[src/rtl/tcp_tx_stream_gen.sv]
// -----------------------------------------------------------------------------
// tcp_tx_stream_gen
//
// Upstream traffic source for the TCP application TX interface of the network
// stack. A run sends cfg_pkt_num packets of cfg_pkt_len bytes on one open
// session. Each packet is requested with a metadata word. The block then waits
// for the stack's status word and re-requests the packet on an error status.
// On an OK status it streams the payload. Every payload word carries 16 copies
// of a 32-bit running word index. The index starts at 0 per run and carries
// across packets.
//
// Ports
//   aclk, areset               clock, asynchronous active-high reset
//   start                      begin a run (sampled only while idle)
//   cfg_session/pkt_len/pkt_num run configuration, latched on accepted start
//   m_axis_tx_metadata_*       {len[15:0], session[15:0]} send request
//   m_axis_tx_data_*           payload stream (keep all ones, last on final word)
//   s_axis_tx_status_*         status word; [63:61] error, 0 = OK
//   busy, done, aborted        run state: busy level, done pulse, sticky abort
//   pkts_sent, bytes_sent,
//   retry_cnt, cycle_cnt       throughput counters, cleared on accepted start
// -----------------------------------------------------------------------------
module tcp_tx_stream_gen #(
  parameter int          DATA_WIDTH  = 512,
  parameter logic [15:0] MAX_RETRIES = 16'hFFFF
) (
  input  logic                    aclk,
  input  logic                    areset,
  input  logic                    start,
  input  logic [15:0]             cfg_session,
  input  logic [15:0]             cfg_pkt_len,
  input  logic [31:0]             cfg_pkt_num,
  output logic                    m_axis_tx_metadata_valid,
  input  logic                    m_axis_tx_metadata_ready,
  output logic [31:0]             m_axis_tx_metadata_data,
  output logic                    m_axis_tx_data_valid,
  input  logic                    m_axis_tx_data_ready,
  output logic [DATA_WIDTH-1:0]   m_axis_tx_data_data,
  output logic [DATA_WIDTH/8-1:0] m_axis_tx_data_keep,
  output logic                    m_axis_tx_data_last,
  input  logic                    s_axis_tx_status_valid,
  output logic                    s_axis_tx_status_ready,
  input  logic [63:0]             s_axis_tx_status_data,
  output logic                    busy,
  output logic                    done,
  output logic                    aborted,
  output logic [31:0]             pkts_sent,
  output logic [63:0]             bytes_sent,
  output logic [31:0]             retry_cnt,
  output logic [63:0]             cycle_cnt
);

  localparam int KEEP_W = DATA_WIDTH / 8;
  localparam int REPL   = DATA_WIDTH / 32;

  typedef enum logic [2:0] {
    ST_IDLE     = 3'd0,
    ST_META     = 3'd1,
    ST_WAIT_STS = 3'd2,
    ST_DATA     = 3'd3,
    ST_FIN      = 3'd4
  } state_t;

  state_t                  state_q;
  logic [15:0]             session_q;
  logic [15:0]             len_q;
  logic [31:0]             pkt_num_q;
  logic [9:0]              word_left_q;
  logic [31:0]             word_idx_q;
  logic [15:0]             pkt_retry_q;

  logic                    meta_valid_q;
  logic                    data_valid_q;
  logic [DATA_WIDTH-1:0]   data_q;
  logic [KEEP_W-1:0]       keep_q;
  logic                    last_q;
  logic                    sts_ready_q;
  logic                    busy_q;
  logic                    done_q;
  logic                    aborted_q;
  logic [31:0]             pkts_sent_q;
  logic [63:0]             bytes_sent_q;
  logic [31:0]             retry_cnt_q;
  logic [63:0]             cycle_cnt_q;

  logic [31:0]             word_idx_d;
  logic [15:0]             pkt_retry_d;
  logic [31:0]             pkts_sent_d;
  logic [2:0]              sts_err_s;
  logic                    sts_unused_s;

  assign word_idx_d   = word_idx_q + 32'd1;
  assign pkt_retry_d  = pkt_retry_q + 16'd1;
  assign pkts_sent_d  = pkts_sent_q + 32'd1;
  assign sts_err_s    = s_axis_tx_status_data[63:61];
  // Session/length echo fields are deliberately not checked.
  assign sts_unused_s = ^s_axis_tx_status_data[60:0];

  // Run control FSM, handshake outputs and throughput counters.
  always_ff @(posedge aclk or posedge areset) begin
    if (areset) begin
      state_q      <= ST_IDLE;
      session_q    <= 16'd0;
      len_q        <= 16'd0;
      pkt_num_q    <= 32'd0;
      word_left_q  <= 10'd0;
      word_idx_q   <= 32'd0;
      pkt_retry_q  <= 16'd0;
      meta_valid_q <= 1'b0;
      data_valid_q <= 1'b0;
      data_q       <= {DATA_WIDTH{1'b0}};
      keep_q       <= {KEEP_W{1'b0}};
      last_q       <= 1'b0;
      sts_ready_q  <= 1'b0;
      busy_q       <= 1'b0;
      done_q       <= 1'b0;
      aborted_q    <= 1'b0;
      pkts_sent_q  <= 32'd0;
      bytes_sent_q <= 64'd0;
      retry_cnt_q  <= 32'd0;
      cycle_cnt_q  <= 64'd0;
    end else begin
      done_q <= 1'b0;
      if (state_q != ST_IDLE) begin
        cycle_cnt_q <= cycle_cnt_q + 64'd1;
      end

      case (state_q)
        ST_IDLE: begin
          if (start) begin
            session_q    <= cfg_session;
            len_q        <= cfg_pkt_len;
            pkt_num_q    <= cfg_pkt_num;
            word_idx_q   <= 32'd0;
            pkt_retry_q  <= 16'd0;
            aborted_q    <= 1'b0;
            pkts_sent_q  <= 32'd0;
            bytes_sent_q <= 64'd0;
            retry_cnt_q  <= 32'd0;
            cycle_cnt_q  <= 64'd0;
            busy_q       <= 1'b1;
            if (cfg_pkt_num == 32'd0) begin
              state_q <= ST_FIN;
            end else begin
              meta_valid_q <= 1'b1;
              state_q      <= ST_META;
            end
          end
        end

        ST_META: begin
          if (m_axis_tx_metadata_ready) begin
            meta_valid_q <= 1'b0;
            sts_ready_q  <= 1'b1;
            state_q      <= ST_WAIT_STS;
          end
        end

        ST_WAIT_STS: begin
          if (s_axis_tx_status_valid) begin
            sts_ready_q <= 1'b0;
            if (sts_err_s == 3'd0) begin
              word_left_q  <= len_q[15:6];
              data_valid_q <= 1'b1;
              data_q       <= {REPL{word_idx_q}};
              keep_q       <= {KEEP_W{1'b1}};
              last_q       <= (len_q[15:6] == 10'd1);
              state_q      <= ST_DATA;
            end else begin
              retry_cnt_q <= retry_cnt_q + 32'd1;
              pkt_retry_q <= pkt_retry_d;
              if (pkt_retry_d == MAX_RETRIES) begin
                aborted_q <= 1'b1;
                state_q   <= ST_FIN;
              end else begin
                // Re-request the same packet straight away.
                meta_valid_q <= 1'b1;
                state_q      <= ST_META;
              end
            end
          end
        end

        ST_DATA: begin
          if (m_axis_tx_data_ready) begin
            word_idx_q <= word_idx_d;
            if (word_left_q == 10'd1) begin
              data_valid_q <= 1'b0;
              last_q       <= 1'b0;
              keep_q       <= {KEEP_W{1'b0}};
              pkts_sent_q  <= pkts_sent_d;
              bytes_sent_q <= bytes_sent_q + {48'd0, len_q};
              pkt_retry_q  <= 16'd0;
              if (pkts_sent_d == pkt_num_q) begin
                state_q <= ST_FIN;
              end else begin
                meta_valid_q <= 1'b1;
                state_q      <= ST_META;
              end
            end else begin
              word_left_q <= word_left_q - 10'd1;
              data_q      <= {REPL{word_idx_d}};
              last_q      <= (word_left_q == 10'd2);
            end
          end
        end

        ST_FIN: begin
          done_q  <= 1'b1;
          busy_q  <= 1'b0;
          state_q <= ST_IDLE;
        end

        default: begin
          meta_valid_q <= 1'b0;
          data_valid_q <= 1'b0;
          sts_ready_q  <= 1'b0;
          busy_q       <= 1'b0;
          state_q      <= ST_IDLE;
        end
      endcase
    end
  end

  assign m_axis_tx_metadata_valid = meta_valid_q;
  assign m_axis_tx_metadata_data  = {len_q, session_q};
  assign m_axis_tx_data_valid     = data_valid_q;
  assign m_axis_tx_data_data      = data_q;
  assign m_axis_tx_data_keep      = keep_q;
  assign m_axis_tx_data_last      = last_q;
  assign s_axis_tx_status_ready   = sts_ready_q;
  assign busy                     = busy_q;
  assign done                     = done_q;
  assign aborted                  = aborted_q;
  assign pkts_sent                = pkts_sent_q;
  assign bytes_sent               = bytes_sent_q;
  assign retry_cnt                = retry_cnt_q;
  assign cycle_cnt                = cycle_cnt_q;

endmodule

[config.mk]
export PLATFORM = sky130hd
export DESIGN_NAME = tcp_tx_stream_gen
export DESIGN_NICKNAME = d
export VERILOG_FILES = /design/src/rtl/tcp_tx_stream_gen.sv
export SDC_FILE = /design/constraint.sdc
export NUM_CORES = 1
export LEC_CHECK = 0
export BUFFER_PORTS_ARGS = -buffer_cell sky130_fd_sc_hd__buf_2
export CAP_MARGIN = 5
export CORE_AREA = 2 2 366 368
export DETAILED_ROUTE_END_ITERATION = 16
export DIE_AREA = 0 0 368 370
export PLACE_DENSITY = 0.34
export SLEW_MARGIN = 20
export SYNTH_ARGS = -nofsm -noshare
export SYNTH_HDL_FRONTEND = slang
export SYNTH_SLANG_ARGS = --single-unit
export TNS_END_PERCENT = 5
[constraint.sdc]
create_clock -name aclk -period 15 [get_ports aclk]
set_clock_uncertainty 0.05 [all_clocks]
set_input_delay 3 -clock aclk [delete_from_list [all_inputs] [get_ports aclk]]
set_output_delay 3 -clock aclk [all_outputs]
set_load 0.005 [all_outputs]
==> results of run 1 <==
[final timing paths]
check,endpoint,cells past startpoint,from,slack [ns]
max,bytes_sent[33],8,m_axis_tx_data_ready,9.70
min,session_q[5],2,session_q[5],0.42
max reg2reg,m_axis_tx_metadata_valid,10,pkts_sent[0],10.81
min reg2reg,session_q[5],2,session_q[5],0.42
max in group asynchronous,session_q[0],4,areset,10.33
min in group asynchronous,cycle_cnt[34],2,areset,2.43
[metal layers]
metal	vias to the layer above	share of wire, %	wire length (um)	GRT usage, %
li1	9353	-	-	-
met2	587	49	40100	19.8
met5	-	0.057	47	0
met3	79	6.4	5260	3.06
met4	6	1.9	1570	2.64
met1	9086	43	35100	14.3
[synthesized netlist by cell type (all sizes together) (40+ instances only)]
library cell / number / area share (%)
o21ai: 209 / 4.5
buf: 549 / 18
a21oi: 76 / 1.7
dfrtp: 357 / 39
clkbuf: 98 / 1.6
nor2: 194 / 3.2
xnor2: 67 / 2.6
xor2: 87 / 3.3
nor3: 40 / 0.94
o31ai: 49 / 1.6
inv: 41 / 0.67
and3: 46 / 1.3
nand2: 435 / 7.1
nand4: 46 / 1.3
nand3: 123 / 2.7
[worst max-delay path, cell delays in order]
cell                      delay (ns)
sky130_fd_sc_hd__buf_2          0.37
sky130_fd_sc_hd__inv_1          0.17
sky130_fd_sc_hd__o31a_1         0.38
sky130_fd_sc_hd__or3_1          0.51
sky130_fd_sc_hd__nor3_1         0.80
sky130_fd_sc_hd__and3_1         0.29
sky130_fd_sc_hd__xnor2_1        0.11
sky130_fd_sc_hd__nor2_1         0.05
[power by group through the flow]
stage	Combinational, W	Sequential, W	Clock (W)
2_1_floorplan	0.000935	0.00129	0
3_3_place_gp	0.00129	0.00136	0
3_5_place_dp	0.00128	0.00137	0
4_1_cts	0.00129	0.00135	0.00136
5_1_grt	0.00141	0.00138	0.00140
6_report	0.00124	0.00134	0.00130
[area by class of cell]
| cell class | instances | area, um2 | share of cell area, % |
|---|---|---|---|
| clock inverters | 16 | 204 | 0.751 |
| well taps | 1768 | 2210 | 8.14 |
| repair buffers | 901 | 4560 | 16.8 |
| diodes | 1 | 2.50 | 0.00921 |
| clock buffers | 79 | 1610 | 5.94 |
| flip-flops and latches | 357 | 8930 | 32.9 |
| multi-input cells | 1673 | 9470 | 34.9 |
| inverters | 41 | 161 | 0.594 |
[cell families (layout without fill, tap and decap cells)]
kind of cell	Yosys count	in the layout
simple gates	1012	1012
fa+ha+maj	27	27
other cells	0	1
mux	28	28
compound gates	452	452
xor+xnor	154	154
buf+inv	688	1037
flops	357	357
[through the flow]
| stage | cell area, um2 | total power (W) | hold slack, ns | worst slack (ns) |
|---|---|---|---|---|
| after global routing | 27200 | 0.00419 | 0.446 | 9.43 |
| after detailed placement | 25300 | 0.00265 | 0.406 | 8.98 |
| final | 27200 | 0.00389 | 0.420 | 9.70 |
| after global placement | 25300 | 0.00265 | 0.408 | 8.91 |
| after floorplan | 23000 | 0.00222 | 0.405 | 2.04 |
| after CTS | 27200 | 0.00400 | 0.419 | 9.66 |
[registers in the layout (all words and copies together) (netlist names), 3 cells and up]
register	flops
cycle_cnt	64
pkts_sent	32
word_left_q	10
retry_cnt	32
state_q	3
bytes_sent	64
m_axis_tx_data_data	32
session_q	16
pkt_retry_q	16
len_q	16
pkt_num_q	32
word_idx_q	32
==> impl_metrics.yaml, run 1 <==
power:
  vdd_ir_drop_max_mv: 0.0799
  net-switching-power_w: 0.00151
  sw_frac_of_total_pct: 38.9
  internal_power_w: 0.00238
  static-leakage-power_nw: 13.8
  p_clk_share_pct: 33.5
  power_density_over_the_cells_nw_per_um2: 143
  combinationalPowerShare_pct: 31.9
  seq_power_share_pct: 34.5
sta:
  grt_setup_unrepaired: "no"
  fin_crit_ns: 5.30
  setup-tns-final_ns: 0
  timing_worst_slew_pin_value_ns: 1.06
  post-route-period-util_pct: 35.4
  fmaxAchievable_ghz: 0.189
  report.final.hold_viol_count: 0
  setup-violations-final: 0
  slew-limit-headroom_pct: 29.1
  timing_max_transition_violations_final: 0
global_routing:
  overflow: 0
  global_route_wire_length_before_repair_um: 122000
  grt_pass1_vias: 18100
  grtUsageTotal_pct: 11.5
  antenna_violations_before_repair: 6
  grt_max_degree: 85
yosys:
  synthDistinctLibCells: 77
  synth_edf_count: 0
  yosys-mux-area-fraction_pct: 1.23
  synthesis.nets: 2879
  ys_async_sr_fraction_pct: 100
  synth_compound_gate_area_share_pct: 11.9
  syn_area_um2: 23000
  postSynthAreaPerCell_um2: 8.46
  synth_top_flop_cell: "sky130_fd_sc_hd__dfrtp_1"
  post_synth_fa_ha_maj_area_fraction_pct: 1.50
  ys_seq_area_share_pct: 38.9
  synth_top_family_by_area: "simple AND/OR/NAND/NOR gates"
  post_synth_inst_count: 2718
  synth-seq-cells: 357
  synth_xor_area_share_pct: 5.87
  synth_simple_gate_area_share_pct: 20.5
  yosys_warnings: 0
floorplanning:
  die-area_um2: 136000
  starting_density_of_the_core_pct: 17.4
  die_width_um: 368
  chipHeight_um: 370
  core_area_um2: 132000
  pin_count: 941
  num_rows: 134
critical_path:
  critPathKind: "input pin to register"
  critPathLaunchType: "input pin"
  worstSetupEndpointType: "register"
  path_max_fanout: 15
  signal_arrival_time_at_the_worst_endpoint_ns: 5.72
  crit_required_ns: 15.41
drt:
  detail_route.wirelength_um: 82100
  drt_iter0_drc: 776
  post_drt_via_cell_ratio: 3.95
  via_count: 19100
  drcViolationCount: 0
  ant_nets: 0
  wl_per_cell_um: 17.0
  firstDrtPassIters: 5
cts:
  root_buffer: "sky130_fd_sc_hd__clkbuf_16"
  cts-htree-levels: 2
  number_of_buffers_on_the_longest_clock_path: 3
  cts_hold_buf: 0
  cts_buffers: 52
  cts.clk_slew.worst_paths_ns: 0.05
  cts.repair.resized: 0
  clock_insertion_delay_worst_skew_ns: 0.62
  cts_tree: "yes"
  postCtsSetupBuffers: 0
  clock_sinks: 357
cells_and_area:
  share_of_cells_above_drive_strength_1_pct: 33.7
  final_cell_count_without_fillers: 4836
  most_used_cells_in_the_layout_excluding_fill_and_tap_cells: "sky130_fd_sc_hd__buf_2, sky130_fd_sc_hd__nand2_1, sky130_fd_sc_hd__dfrtp_1, sky130_fd_sc_hd__o21ai_0, sky130_fd_sc_hd__nor2_1"
  layout.cells.most_common: "sky130_fd_sc_hd__buf_2"
  syn_to_layout_area_delta_pct: 18.1
  layout.nets: 3187
  filler_cells_inserted: 14900
  finalCoreUtilization_pct: 20.5
place:
  post-place-cells: 4740
  place.detailed.hpwl_um: 59400
  port_buffers: 879
  finalWeightedCongestion: 0.734
status:
  run_status: "finished clean"
flow_run:
  max_cap_viol_count: 0
min_path:
  hold_class: "register to register"
(Power assumes the default switching activity.)
==> inputs of run 2 (changes only) <==
==> constraint.sdc (replaced) <==
create_clock -name aclk -period 5.1 [get_ports aclk]
set_clock_uncertainty 0.05 [all_clocks]
set_input_delay 1.02 -clock aclk [delete_from_list [all_inputs] [get_ports aclk]]
set_output_delay 1.02 -clock aclk [all_outputs]
set_load 0.005 [all_outputs]
==> impl_metrics.yaml, run 2 (same netlist as run 1, synthesis figures left out) <==
status:
  run_status: "finished clean"
sta:
  final.setup.worst_slack_ns: 1.20
  timing_worst_slew_pin_value_ns: 1.02
  report.final.hold_viol_count: 0
  timing_max_transition_violations_final: 0
  post-route-period-util_pct: 76.5
  grt_setup_unrepaired: "no"
  setup-violations-final: 0
  fmaxAchievable_ghz: 0.256
  setup-tns-final_ns: 0
  finalHoldWorstSlack_ns: 0.420
  fin_crit_ns: 3.90
  slew-limit-headroom_pct: 31.5
power:
  internal_power_w: 0.00685
  seq_power_share_pct: 34.8
  power_density_over_the_cells_nw_per_um2: 415
  static-leakage-power_nw: 13.9
  net-switching-power_w: 0.00445
  combinationalPowerShare_pct: 33.0
  vdd_ir_drop_max_mv: 0.265
  p_clk_share_pct: 32.2
  sw_frac_of_total_pct: 39.4
cells_and_area:
  share_of_cells_above_drive_strength_1_pct: 33.7
  syn_to_layout_area_delta_pct: 18.5
  layout.nets: 3203
  most_used_cells_in_the_layout_excluding_fill_and_tap_cells: "sky130_fd_sc_hd__buf_2, sky130_fd_sc_hd__nand2_1, sky130_fd_sc_hd__dfrtp_1, sky130_fd_sc_hd__o21ai_0, sky130_fd_sc_hd__nor2_1"
  post_route_standard_cell_area_excluding_fillers_um2: 27200
  filler_cells_inserted: 14800
  final_cell_count_without_fillers: 4849
  layout.cells.most_common: "sky130_fd_sc_hd__buf_2"
drt:
  firstDrtPassIters: 5
  drt_iter0_drc: 918
  ant_nets: 0
  detail_route.wirelength_um: 83000
  via_count: 19200
  post_drt_via_cell_ratio: 3.95
  wl_per_cell_um: 17.1
  drcViolationCount: 0
global_routing:
  globalRouteMet1Util_pct: 14.4
  gr-usage-met3_pct: 3.22
  global_route_wire_length_before_repair_um: 122000
  grt_use_met2_pct: 19.6
  grt_pass1_vias: 17900
  grt_max_degree: 134
  grt_most_used_layer: "met2"
  grtUsageTotal_pct: 11.6
  overflow: 0
  antenna_violations_before_repair: 12
cts:
  cts.clk_slew.worst_paths_ns: 0.06
  clock_insertion_delay_worst_skew_ns: 0.63
  clock_sinks: 357
  cts_buffers: 51
  number_of_buffers_on_the_longest_clock_path: 3
  cts.repair.resized: 0
  cts-htree-levels: 2
  cts_tree: "yes"
  root_buffer: "sky130_fd_sc_hd__clkbuf_16"
  cts_hold_buf: 0
  postCtsSetupBuffers: 0
critical_path:
  crit_required_ns: 5.57
  signal_arrival_time_at_the_worst_endpoint_ns: 4.37
  critPathKind: "register to register"
  path_max_fanout: 8
  worstSetupEndpointType: "register"
  critPathLaunchType: "register"
floorplanning:
  die-area_um2: 136000
  die_width_um: 368
  pin_count: 941
  chipHeight_um: 370
  starting_density_of_the_core_pct: 17.4
  num_rows: 134
  core_area_um2: 132000
place:
  placed_area_um2: 25500
  post-place-cells: 4757
  port_buffers: 879
  finalWeightedCongestion: 0.759
  dpl_worst_slack_ns: 1.21
  place.detailed.hpwl_um: 60800
flow_run:
  max_cap_viol_count: 0
min_path:
  hold_class: "register to register"
[run 2: cell types whose count changed in the layout (fill, tap and decap cells not counted), moves of 2 or more]
cell                        previous run  this run
sky130_fd_sc_hd__clkbuf_16            53        51
sky130_fd_sc_hd__clkbuf_1              7        11
sky130_fd_sc_hd__clkbuf_8             19        10
sky130_fd_sc_hd__nor2_2                6         4
sky130_fd_sc_hd__buf_12                0         7
sky130_fd_sc_hd__buf_4                22        32
[run 2: cell type report]
type,instances,area (um2),share of cell area [%]
Inverter,41,158,0.579
Sequential cell,357,8930,32.8
Multi-Input combinational cell,1673,9470,34.8
Clock buffer,72,1460,5.34
Tap cell,1768,2210,8.12
Antenna cell,2,5.00,0.0184
Timing Repair Buffer,918,4780,17.5
Clock inverter,18,229,0.840
[run 2: layer usage]
metal  up-vias  part of all wire [%]
met5         -                 0.093
met4        12                   2.5
met3       103                   6.8
met2       591                    48
met1      9076                    42
li1       9391                     -
[run 2: per-stage QoR]
stage | util [%] | total power [W]
after floorplan | - | 0.00654
after CTS | 20.6 | 0.0116
final | 20.6 | 0.0113
after global placement | 19.3 | 0.00788
after detailed placement | 19.3 | 0.00786
after global routing | 20.6 | 0.0122
[run 2: power groups by stage]
stage | sequential, W | combinational, W | clock, W
2_1_floorplan | 0.00379 | 0.00275 | 0
3_3_place_gp | 0.00400 | 0.00388 | 0
3_5_place_dp | 0.00401 | 0.00384 | 0
4_1_cts | 0.00397 | 0.00385 | 0.00381
5_1_grt | 0.00405 | 0.00423 | 0.00393
6_report | 0.00394 | 0.00373 | 0.00363
[run 2: worst max-delay path, stage by stage (launching register included)]
cell                       delay (ns)
sky130_fd_sc_hd__dfrtp_1         0.49
sky130_fd_sc_hd__ha_1            0.28
sky130_fd_sc_hd__nand3_1         0.38
sky130_fd_sc_hd__or3_1           0.58
sky130_fd_sc_hd__or4_1           0.59
sky130_fd_sc_hd__xnor2_1         0.16
sky130_fd_sc_hd__nor4_1          0.27
sky130_fd_sc_hd__nand4_1         0.21
sky130_fd_sc_hd__o31ai_2         0.41
sky130_fd_sc_hd__a311oi_1        0.10
sky130_fd_sc_hd__a211o_1         0.25
[run 2: final timing paths]
| path | start | end | slack [ns] | cells past startpoint |
|---|---|---|---|---|
| worst max-delay path | pkts_sent[0] | m_axis_tx_metadata_valid | 1.20 | 10 |
| min in group asynchronous | areset | bytes_sent[52] | 0.50 | 2 |
| worst min register to register | session_q[5] | session_q[5] | 0.42 | 2 |
| worst max register to register | pkts_sent[0] | m_axis_tx_metadata_valid | 1.20 | 10 |
| worst min-delay path | session_q[5] | session_q[5] | 0.42 | 2 |
| max in group asynchronous | areset | m_axis_tx_data_data[505] | 3.42 | 3 |
==> inputs of run 3 (changes only) <==
==> constraint.sdc (replaced) <==
create_clock -name aclk -period 3.9 [get_ports aclk]
set_clock_uncertainty 0.05 [all_clocks]
set_input_delay 0.78 -clock aclk [delete_from_list [all_inputs] [get_ports aclk]]
set_output_delay 0.78 -clock aclk [all_outputs]
set_load 0.005 [all_outputs]
==> impl_metrics.yaml, run 3 (same netlist as run 1, synthesis figures left out) <==
cells_and_area:
  syn_to_layout_area_delta_pct: 19.5
  share_of_cells_above_drive_strength_1_pct: 34.3
  layout.cells.most_common: "sky130_fd_sc_hd__buf_2"
  post_route_standard_cell_area_excluding_fillers_um2: 27500
  most_used_cells_in_the_layout_excluding_fill_and_tap_cells: "sky130_fd_sc_hd__buf_2, sky130_fd_sc_hd__nand2_1, sky130_fd_sc_hd__dfrtp_1, sky130_fd_sc_hd__o21ai_0, sky130_fd_sc_hd__nor2_1"
  layout.nets: 3240
cts:
  cts_hold_buf: 0
  root_buffer: "sky130_fd_sc_hd__clkbuf_16"
  clock_insertion_delay_worst_skew_ns: 0.62
  cts_buffers: 51
  cts.repair.resized: 0
  postCtsSetupBuffers: 0
  cts_tree: "yes"
  clock_sinks: 357
  number_of_buffers_on_the_longest_clock_path: 3
  cts.clk_slew.worst_paths_ns: 0.06
  cts-htree-levels: 2
sta:
  fin_crit_ns: 3.66
  slew-limit-headroom_pct: 37.5
  post-route-period-util_pct: 93.9
  fmaxAchievable_ghz: 0.273
  timing_worst_slew_pin_value_ns: 0.938
  timing_max_transition_violations_final: 0
  grt_setup_unrepaired: "no"
  setup-tns-final_ns: 0
  setup-violations-final: 0
  final.setup.worst_slack_ns: 0.237
  report.final.hold_viol_count: 0
place:
  placed_area_um2: 25800
  place.detailed.hpwl_um: 61900
  dpl_worst_slack_ns: 0.260
  finalWeightedCongestion: 0.764
  port_buffers: 879
global_routing:
  grtUsageTotal_pct: 11.7
  grt_pass1_vias: 18200
  overflow: 0
  global_route_wire_length_before_repair_um: 122000
  grt_max_degree: 139
  antenna_violations_before_repair: 10
status:
  run_status: "finished clean"
power:
  internal_power_w: 0.00893
  power_density_over_the_cells_nw_per_um2: 535
  sw_frac_of_total_pct: 39.2
  net-switching-power_w: 0.00576
  vdd_ir_drop_max_mv: 0.335
  p_clk_share_pct: 31.4
  combinationalPowerShare_pct: 33.9
  seq_power_share_pct: 34.8
  static-leakage-power_nw: 14.0
drt:
  wl_per_cell_um: 17.1
  post_drt_via_cell_ratio: 3.96
  drcViolationCount: 0
  detail_route.wirelength_um: 83500
  via_count: 19300
  ant_nets: 0
  firstDrtPassIters: 5
  drt_iter0_drc: 950
critical_path:
  critPathLaunchType: "register"
  worstSetupEndpointType: "register"
  depth_of_the_worst_register_to_register_path: 10
  critPathKind: "register to register"
  crit_required_ns: 4.36
  path_max_fanout: 6
  signal_arrival_time_at_the_worst_endpoint_ns: 4.12
floorplanning:
  num_rows: 134
  starting_density_of_the_core_pct: 17.4
  pin_count: 941
  die_width_um: 368
  chipHeight_um: 370
  die-area_um2: 136000
  core_area_um2: 132000
flow_run:
  max_cap_viol_count: 0
min_path:
  hold_class: "input pin to async pin"
[run 3: cell type report]
| cell class | instances | area, um2 |
|---|---|---|
| Antenna cell | 4 | 10.0 |
| Clock buffer | 78 | 1500 |
| Clock inverter | 12 | 135 |
| Fill cell | 14900 | 105000 |
| Inverter | 41 | 158 |
| Multi-Input combinational cell | 1673 | 9460 |
| Sequential cell | 357 | 8930 |
| Tap cell | 1768 | 2210 |
| Timing Repair Buffer | 955 | 5060 |
[run 3: path summary, 6_finish.rpt]
kind / startpoint / to / slack (ns)
setup / recovery: pkts_sent[1] / m_axis_tx_metadata_valid / 0.24
hold / removal: areset / pkt_num_q[12] / 0.19
setup reg to reg: pkts_sent[1] / m_axis_tx_metadata_valid / 0.24
hold reg to reg: session_q[3] / session_q[3] / 0.42
max in group asynchronous: areset / cycle_cnt[20] / 2.70
min in group aclk: cfg_session[9] / session_q[9] / 0.30
[run 3: critical path: stages (launching register included)]
cell and delay [ns]:
sky130_fd_sc_hd__dfrtp_1 0.43, sky130_fd_sc_hd__ha_1 0.30, sky130_fd_sc_hd__nand3_1 0.17, sky130_fd_sc_hd__or3_1 0.53, sky130_fd_sc_hd__or4_1 0.61, sky130_fd_sc_hd__xnor2_1 0.16, sky130_fd_sc_hd__nor4_1 0.31, sky130_fd_sc_hd__nand4_1 0.25
sky130_fd_sc_hd__o31ai_2 0.36, sky130_fd_sc_hd__a311oi_1 0.09, sky130_fd_sc_hd__a211o_1 0.25
[run 3: per-layer routing]
layer | track usage [%] | vias to the layer above | routed length (um)
met1 | 14.4 | 9207 | 35500
met3 | 3.35 | 89 | 5770
met4 | 3.23 | 10 | 1860
met5 | 0 | - | 69
met2 | 19.6 | 556 | 40300
li1 | - | 9473 | -
[run 3: power groups by stage]
| stage | Clock, W | Sequential [W] | Combinational (W) |
|---|---|---|---|
| final | 0.00461 | 0.00511 | 0.00498 |
| after global routing | 0.00502 | 0.00525 | 0.00564 |
| after CTS | 0.00486 | 0.00516 | 0.00515 |
| after detailed placement | 0 | 0.00521 | 0.00515 |
| after global placement | 0 | 0.00521 | 0.00519 |
| after floorplan | 0 | 0.00495 | 0.00360 |
[run 3: metrics by stage]
step	power, W	util (%)	hold slack, ns	std cells
2_1_floorplan	0.00855	-	0.405	2718
3_3_place_gp	0.0104	19.5	0.407	4794
3_5_place_dp	0.0104	19.5	0.407	4794
4_1_cts	0.0152	20.7	0.135	4884
5_1_grt	0.0159	20.7	0.169	4885
6_report	0.0147	20.7	0.194	4888
